$ cat src/rtl/micro_sequencer.sv
// Microcoded control sequencer for an 8-bit accumulator CPU: fetch/decode/execute
// FSM whose strobes are a function of state and mem_ready only.
module micro_sequencer #(
  parameter int OPW          = 8,
  parameter int MEM_WAIT_EN  = 1,
  parameter int ILLEGAL_HALT = 1
) (
  input  logic           clock,
  input  logic           reset,
  input  logic [OPW-1:0] IR,
  input  logic [3:0]     CCR,
  input  logic           mem_ready,
  output logic           IR_Load,
  output logic           MAR_Load,
  output logic           PC_Load,
  output logic           PC_Inc,
  output logic           A_Load,
  output logic           B_Load,
  output logic           CCR_Load,
  output logic           write,
  output logic [2:0]     ALU_Sel,
  output logic [1:0]     Bus1_Sel,
  output logic [1:0]     Bus2_Sel,
  output logic           halted,
  output logic           illegal
);

  localparam logic [2:0] ALU_ADD = 3'b000, ALU_SUB = 3'b001, ALU_AND = 3'b010,
                         ALU_OR  = 3'b011, ALU_INC = 3'b100, ALU_DEC = 3'b101;
  localparam logic [1:0] B1_PC = 2'b00, B1_A = 2'b01, B1_B = 2'b10;
  localparam logic [1:0] B2_ALU = 2'b00, B2_BUS1 = 2'b01, B2_MEM = 2'b10;

  // Each flow owns its post-prefix states so outputs never need to look at IR.
  typedef enum logic [4:0] {
    S_FETCH_0 = 5'd0, S_FETCH_1, S_FETCH_2, S_DECODE, S_OP_0, S_OP_1,
    S_LDA_IMM, S_LDB_IMM, S_DIR_ADDR, S_LDA_DIR, S_LDB_DIR, S_STA_DIR, S_STB_DIR,
    S_BR_LOAD, S_EX_ADD, S_EX_SUB, S_EX_AND, S_EX_OR, S_EX_INC, S_EX_DEC,
    S_SKIP, S_HALT
  } state_e;

  state_e state_q, state_d;
  logic   illegal_q, illegal_d;

  logic             mr;
  logic [OPW+7:0]   ir_ext;
  logic [7:0]       op8;
  logic             hi_zero;
  logic             is_branch;
  logic             br_taken;

  assign mr      = (MEM_WAIT_EN != 0) ? mem_ready : 1'b1;
  assign ir_ext  = {8'h00, IR};
  assign op8     = ir_ext[7:0];
  assign hi_zero = (ir_ext[OPW+7:8] == '0);
  assign is_branch = hi_zero && (op8 >= 8'h20) && (op8 <= 8'h28);

  always_comb begin
    br_taken = 1'b0;
    case (op8)
      8'h20: br_taken = 1'b1;
      8'h21: br_taken = CCR[3];
      8'h22: br_taken = ~CCR[3];
      8'h23: br_taken = CCR[2];
      8'h24: br_taken = ~CCR[2];
      8'h25: br_taken = CCR[1];
      8'h26: br_taken = ~CCR[1];
      8'h27: br_taken = CCR[0];
      8'h28: br_taken = ~CCR[0];
      default: br_taken = 1'b0;
    endcase
  end

  always_comb begin
    state_d   = state_q;
    illegal_d = illegal_q;
    case (state_q)
      S_FETCH_0: state_d = S_FETCH_1;
      S_FETCH_1: state_d = S_FETCH_2;
      S_FETCH_2: if (mr) state_d = S_DECODE;
      S_DECODE: begin
        if (!hi_zero) begin
          if (ILLEGAL_HALT != 0) begin
            state_d   = S_HALT;
            illegal_d = 1'b1;
          end else begin
            state_d = S_FETCH_0;
          end
        end else if (is_branch) begin
          state_d = br_taken ? S_OP_0 : S_SKIP;
        end else begin
          case (op8)
            8'h00: state_d = S_FETCH_0;
            8'h86, 8'h87, 8'h88, 8'h89, 8'h96, 8'h97: state_d = S_OP_0;
            8'h42: state_d = S_EX_ADD;
            8'h43: state_d = S_EX_SUB;
            8'h44: state_d = S_EX_AND;
            8'h45: state_d = S_EX_OR;
            8'h46: state_d = S_EX_INC;
            8'h47: state_d = S_EX_DEC;
            8'hFF: state_d = S_HALT;
            default: begin
              if (ILLEGAL_HALT != 0) begin
                state_d   = S_HALT;
                illegal_d = 1'b1;
              end else begin
                state_d = S_FETCH_0;
              end
            end
          endcase
        end
      end
      S_OP_0: state_d = S_OP_1;
      S_OP_1: begin
        state_d = S_FETCH_0;
        if (is_branch) state_d = S_BR_LOAD;
        else if (hi_zero) begin
          case (op8)
            8'h86: state_d = S_LDA_IMM;
            8'h88: state_d = S_LDB_IMM;
            8'h87, 8'h89, 8'h96, 8'h97: state_d = S_DIR_ADDR;
            default: state_d = S_FETCH_0;
          endcase
        end
      end
      S_DIR_ADDR: begin
        if (mr) begin
          state_d = S_FETCH_0;
          if (hi_zero) begin
            case (op8)
              8'h87: state_d = S_LDA_DIR;
              8'h89: state_d = S_LDB_DIR;
              8'h96: state_d = S_STA_DIR;
              8'h97: state_d = S_STB_DIR;
              default: state_d = S_FETCH_0;
            endcase
          end
        end
      end
      S_LDA_IMM, S_LDB_IMM, S_LDA_DIR, S_LDB_DIR,
      S_STA_DIR, S_STB_DIR, S_BR_LOAD: if (mr) state_d = S_FETCH_0;
      S_EX_ADD, S_EX_SUB, S_EX_AND, S_EX_OR,
      S_EX_INC, S_EX_DEC, S_SKIP: state_d = S_FETCH_0;
      S_HALT: state_d = S_HALT;
      default: state_d = S_FETCH_0;
    endcase
  end

  always_ff @(posedge clock or negedge reset) begin
    if (!reset) begin
      state_q   <= S_FETCH_0;
      illegal_q <= 1'b0;
    end else begin
      state_q   <= state_d;
      illegal_q <= illegal_d;
    end
  end

  // Loads in memory states only fire on the completing cycle; write holds.
  always_comb begin
    IR_Load  = 1'b0;
    MAR_Load = 1'b0;
    PC_Load  = 1'b0;
    PC_Inc   = 1'b0;
    A_Load   = 1'b0;
    B_Load   = 1'b0;
    CCR_Load = 1'b0;
    write    = 1'b0;
    ALU_Sel  = ALU_ADD;
    Bus1_Sel = B1_PC;
    Bus2_Sel = B2_ALU;
    halted   = 1'b0;
    illegal  = illegal_q;
    case (state_q)
      S_FETCH_0, S_OP_0: begin
        Bus1_Sel = B1_PC;
        Bus2_Sel = B2_BUS1;
        MAR_Load = 1'b1;
      end
      S_FETCH_1, S_OP_1, S_SKIP: PC_Inc = 1'b1;
      S_FETCH_2:  begin Bus2_Sel = B2_MEM; IR_Load  = mr; end
      S_LDA_IMM, S_LDA_DIR: begin Bus2_Sel = B2_MEM; A_Load = mr; end
      S_LDB_IMM, S_LDB_DIR: begin Bus2_Sel = B2_MEM; B_Load = mr; end
      S_DIR_ADDR: begin Bus2_Sel = B2_MEM; MAR_Load = mr; end
      S_STA_DIR:  begin Bus1_Sel = B1_A; write = 1'b1; end
      S_STB_DIR:  begin Bus1_Sel = B1_B; write = 1'b1; end
      S_BR_LOAD:  begin Bus2_Sel = B2_MEM; PC_Load = mr; end
      S_EX_ADD, S_EX_SUB, S_EX_AND, S_EX_OR, S_EX_INC, S_EX_DEC: begin
        Bus1_Sel = B1_B;
        Bus2_Sel = B2_ALU;
        A_Load   = 1'b1;
        CCR_Load = 1'b1;
        case (state_q)
          S_EX_SUB: ALU_Sel = ALU_SUB;
          S_EX_AND: ALU_Sel = ALU_AND;
          S_EX_OR:  ALU_Sel = ALU_OR;
          S_EX_INC: begin ALU_Sel = ALU_INC; Bus1_Sel = B1_A; end
          S_EX_DEC: begin ALU_Sel = ALU_DEC; Bus1_Sel = B1_A; end
          default:  ALU_Sel = ALU_ADD;
        endcase
      end
      S_HALT: halted = 1'b1;
      default: ;
    endcase
  end

endmodule
$ cat config.mk
export PLATFORM = sky130hd
export DESIGN_NAME = micro_sequencer
export DESIGN_NICKNAME = d
export VERILOG_FILES = /design/src/rtl/micro_sequencer.sv
export SDC_FILE = /design/constraint.sdc
export NUM_CORES = 1
export LEC_CHECK = 0
export BUFFER_PORTS_ARGS = -buffer_cell sky130_fd_sc_hd__buf_2
export CAP_MARGIN = 20
export CORE_ASPECT_RATIO = 0.75
export CORE_UTILIZATION = 40
export DETAILED_ROUTE_END_ITERATION = 16
export GPL_ROUTABILITY_DRIVEN = 0
export PLACE_DENSITY = 0.64
export SYNTH_ARGS = -nofsm -noshare
export SYNTH_HDL_FRONTEND = slang
export SYNTH_SLANG_ARGS = --single-unit
$ cat constraint.sdc
create_clock -name clock -period 4.3 [get_ports clock]
set_input_delay 0.86 -clock clock [delete_from_list [all_inputs] [get_ports clock]]
set_output_delay 0.86 -clock clock [all_outputs]
set_load 0.005 [all_outputs]
### Word-level counts from Yosys, hierarchy flattened

Cells that the tools add are included.

* register bits: 6
* output and inout bits: 17
* logic and storage cells: 98

* order comparisons: 2
* equal/unequal tests: 46
* muxes and demuxes: 25
* bitwise logic cells: 6
* reduce and logical (&&, ||, !) cells: 17

Operators by type and width (number)
* $eq A8 B6 Y1 const B: 9
* $eq A8 B8 Y1 const B: 7
* $eq A8 B7 Y1 const B: 6
* $pmux W5 S9: 1
* $eq A5 B4 Y1 const B: 8
* $pmux W5 S8: 1
* $eq A5 B5 Y1 const B: 6
* $mux W5: 5
* $eq A5 B3 Y1 const B: 4
* $pmux W4 S4: 1
* $pmux W3 S5: 1
* $reduce_or A14 Y1: 1
* $reduce_or A7 Y1: 2
* $pmux W4 S3: 1
* $reduce_or A6 Y1: 2
* $eq A5 B2 Y1 const B: 2
* $reduce_or A2 Y1: 5
* $pmux W1 S9: 1
* $ge A8 B6 Y1 const B: 1
* $le A8 B6 Y1 const B: 1
* $logic_not A8 Y1: 1
* $mux W1: 7
* $ne A2 B2 Y1 const B: 3
* $not A1 Y1: 6
* 12 further kinds: 14

### Logic depth before layout (Yosys ltp)

* word-level depth: 5
* mapped depth: 7

### Worst setup path after synthesis

No wires, ideal clock.

* path kind: input-to-output
* start: input mem_ready
* end: output A_Load
* arrival: 1453 ps
* data required time: 3440 ps
* setup slack: 1987 ps
* stages: 4
* path buffers: 0
* cells stage by stage: nand2b_1 -> nor4b_1 -> a31oi_1 -> o21ai_0

* longest elaborated chain between the ends: 1

RTL lines
* start, declared: RTL line 12 `input logic mem_ready,`
* $pmux W1 S2: RTL line 173 `case (state_q)`
* end, declared: RTL line 17 `output logic A_Load,`

Every way passes these cells.

### Final worst setup path

* start: register state_q[1]
* end: output MAR_Load

* longest elaborated chain between the ends: 3
* elaborated cells between the ends (all ways): 5
* those cells by class: eq/ne (2); mux (1); reduce/logical (2)

RTL lines
* start, declared: RTL line 41 `state_e state_q, state_d;`
* start signal, assigned: RTL line 153 `state_q <= state_d;`
* $eq A5 B3 Y1 or $logic_not A5 Y1 (tied branches): RTL line 173
* $reduce_or A2 Y1: RTL line 173
* $pmux W1 S2 (*): RTL line 173
* end, declared: RTL line 14 `output logic MAR_Load,`

Mark *: on every way between the ends. The rest lies on a longest branch, timed or not.

==> results.cfg <==
[timing]
period_needed_ns = 2.70
rsz0062_at_grt = no
max_freq_mhz = 371
fin_skew_ns = 0.00518
period_share_pct = 62.7
maxSlewHeadroom_pct = 58.4
hold_slack_ns = 0.419
worstMarginPinSlew_ns = 0.618
setup_tns_ns = 0
setup_viol = 0
fin_ws_ns = 1.60
drv_slew = 0
hold_viol = 0

[synthesis]
synth-edff-count = 0
synth_seq_area_share_pct = 14.4
synth_area_per_cell_um2 = 7.07
async_flop_share_pct = 100
synth_most_common_cell = nand2_1
yosysUniqueCellTypes = 48
ys_warn_count = 0
syn_area_um2 = 1040
ys_top_cells_by_count = nand2_1, a21oi_1, nor2_1, nor3_1, clkbuf_1
yosysTopAreaCellShare_pct = 14.4
postSynthCellCount = 147
ys.flop_type = dfrtp_1
ys_seq_elements = 6
yosys-top-cells-area = dfrtp_1, a21oi_1, nand2_1
synthesis.nets = 162
yosys.area.top_type = dfrtp_1

[power]
leakagePower_nw = 0.480
p_per_area_nw_per_um2 = 439
peakVddDrop_uv = 136
power_mw = 0.526

[drt]
postRouteAntennaNets = 0
vias = 1237
avgRoutedWirePerCell_um = 14.5
detail_route.drc_violations = 0
routed_wl_um = 2950
first_iter_violations = 67
via_per_inst = 6.09
dr.pass1.iters = 4

[min_path]
hold_class = input port to async pin

[placed_design]
placedCellCount = 200
io_buffers = 31
dp_hpwl_um = 2270
dpl_worst_slack_ns = 1.74

[clock_network]
cts.clk_slew.worst_paths_ns = 0.05
clk_root_buffer_cell = clkbuf_4
htree_num_levels = 1
cts_setup_buffers = 0
cts_made_buffers = 3
cts_hold_buf = 0
clock_path_buffers = 2
insertion_delay_ns = 0.25
clkSinkCount = 6
cts_resized = 0
cts_tree = done

[flow_run]
drv_cap = 0

[grt]
met1_usage_pct = 34.8
grt_max_degree = 20
antenna_found_initial = 0
grt_pass1_wl_um = 4790
busiest_layer = met1
grt_util_met2_pct = 34.3
grt.met3_usage_pct = 1.12
overflow = 0
grt_pass1_vias = 1042
track_usage_pct = 22.9

[floorplan]
fp.dieW_um = 60.9
start_util_pct = 43.6
core_area_um2 = 2380
die_h_um = 46.2
dieArea_um2 = 2810
num_io_pins = 32
rows = 15

[worst_setup_path]
arrival_ns = 1.84
worstPathRequired_ns = 3.44
crit_buf_inv = 1
cpMaxStageDelayCell = dfrtp_1
critPathMaxFanout = 19
start_kind = flip-flop
path_cells = or2_4 > or3_4 > o21bai_1 > buf_2
crit_path_max_incr_delay_ns = 0.58
worstSetupPathType = flip-flop to primary output
cp_top_family = simple AND/OR/NAND/NOR gates
end_kind = primary output

[cells_and_area]
regArea_um2 = 150
drive_gt1_share_pct = 27.2
fin_cells = 203
finalNetCount = 186
area_delta_synth_final_pct = 15.2
antenna_cells = 0
num-fill-cells = 269
multiInputGateArea_um2 = 816

[run_status]
status = finished clean
## routing by layer
| metal | routed length [um] | share of wire [%] |
|---|---|---|
| met4 | 25 | 0.85 |
| met5 | 0 | 0 |
| met2 | 1270 | 43 |
| met1 | 1470 | 50 |
| met3 | 186 | 6.3 |
## cell usage in the layout (no fill, tap or decap), types with 5 or more instances in the layout
master,Yosys,layout
a21o_1,5,5
a21oi_1,13,13
buf_2,2,31
dfrtp_1,6,6
nand2_1,16,16
nand2b_1,5,5
nor2_1,10,10
nor2b_1,5,5
nor3_1,10,10
## logic make-up (layout without fill, tap and decap cells)
group	count (synthesis)	count (layout)	synth area share (%)
multiplexers	5	5	4.93
flip-flops	6	6	14.4
AND/OR/NAND/NOR	77	77	44.5
AO/OA/AOI/OAI	44	44	29.0
buffers and inverters	15	37	7.10
## power by group
part | internal, mW | switching, mW
Sequential | 0.0738 | 0.0748
Combinational | 0.153 | 0.172
Clock | 0.0316 | 0.0205
Total | 0.258 | 0.267
## sequential cells by signal, summed over array words and instances, names as in the netlist
name	cells
state_q	5
illegal	1
## path summary, 6_finish.rpt
check,endpoint,slack [ns],from,depth (start not counted)
setup / recovery,MAR_Load,1.60,state_q[1],4
hold / removal,state_q[2],0.42,reset,1
max in group asynchronous,illegal,3.74,reset,1
setup reg to reg,state_q[1],2.11,state_q[0],5
hold reg to reg,illegal,0.48,illegal,1
min in group clock,illegal,0.48,illegal,1
## metrics by stage
stage	utilization, %	cell area (um2)
4_1_cts	50.2	1200
6_report	50.2	1200
3_5_place_dp	49.3	1170
3_3_place_gp	49.3	1170
5_1_grt	50.2	1200
2_1_floorplan	-	1040
## final cells by class
cell class | instances | share of cell area [%]
tap | 34 | 3.55
clock buffer | 3 | 1.88
sequential | 6 | 12.5
timing repair buffer | 31 | 13.0
multi-input combinational | 126 | 68.1
inverter | 3 | 0.940
No activity file was read; power rests on OpenSTA's default activity.
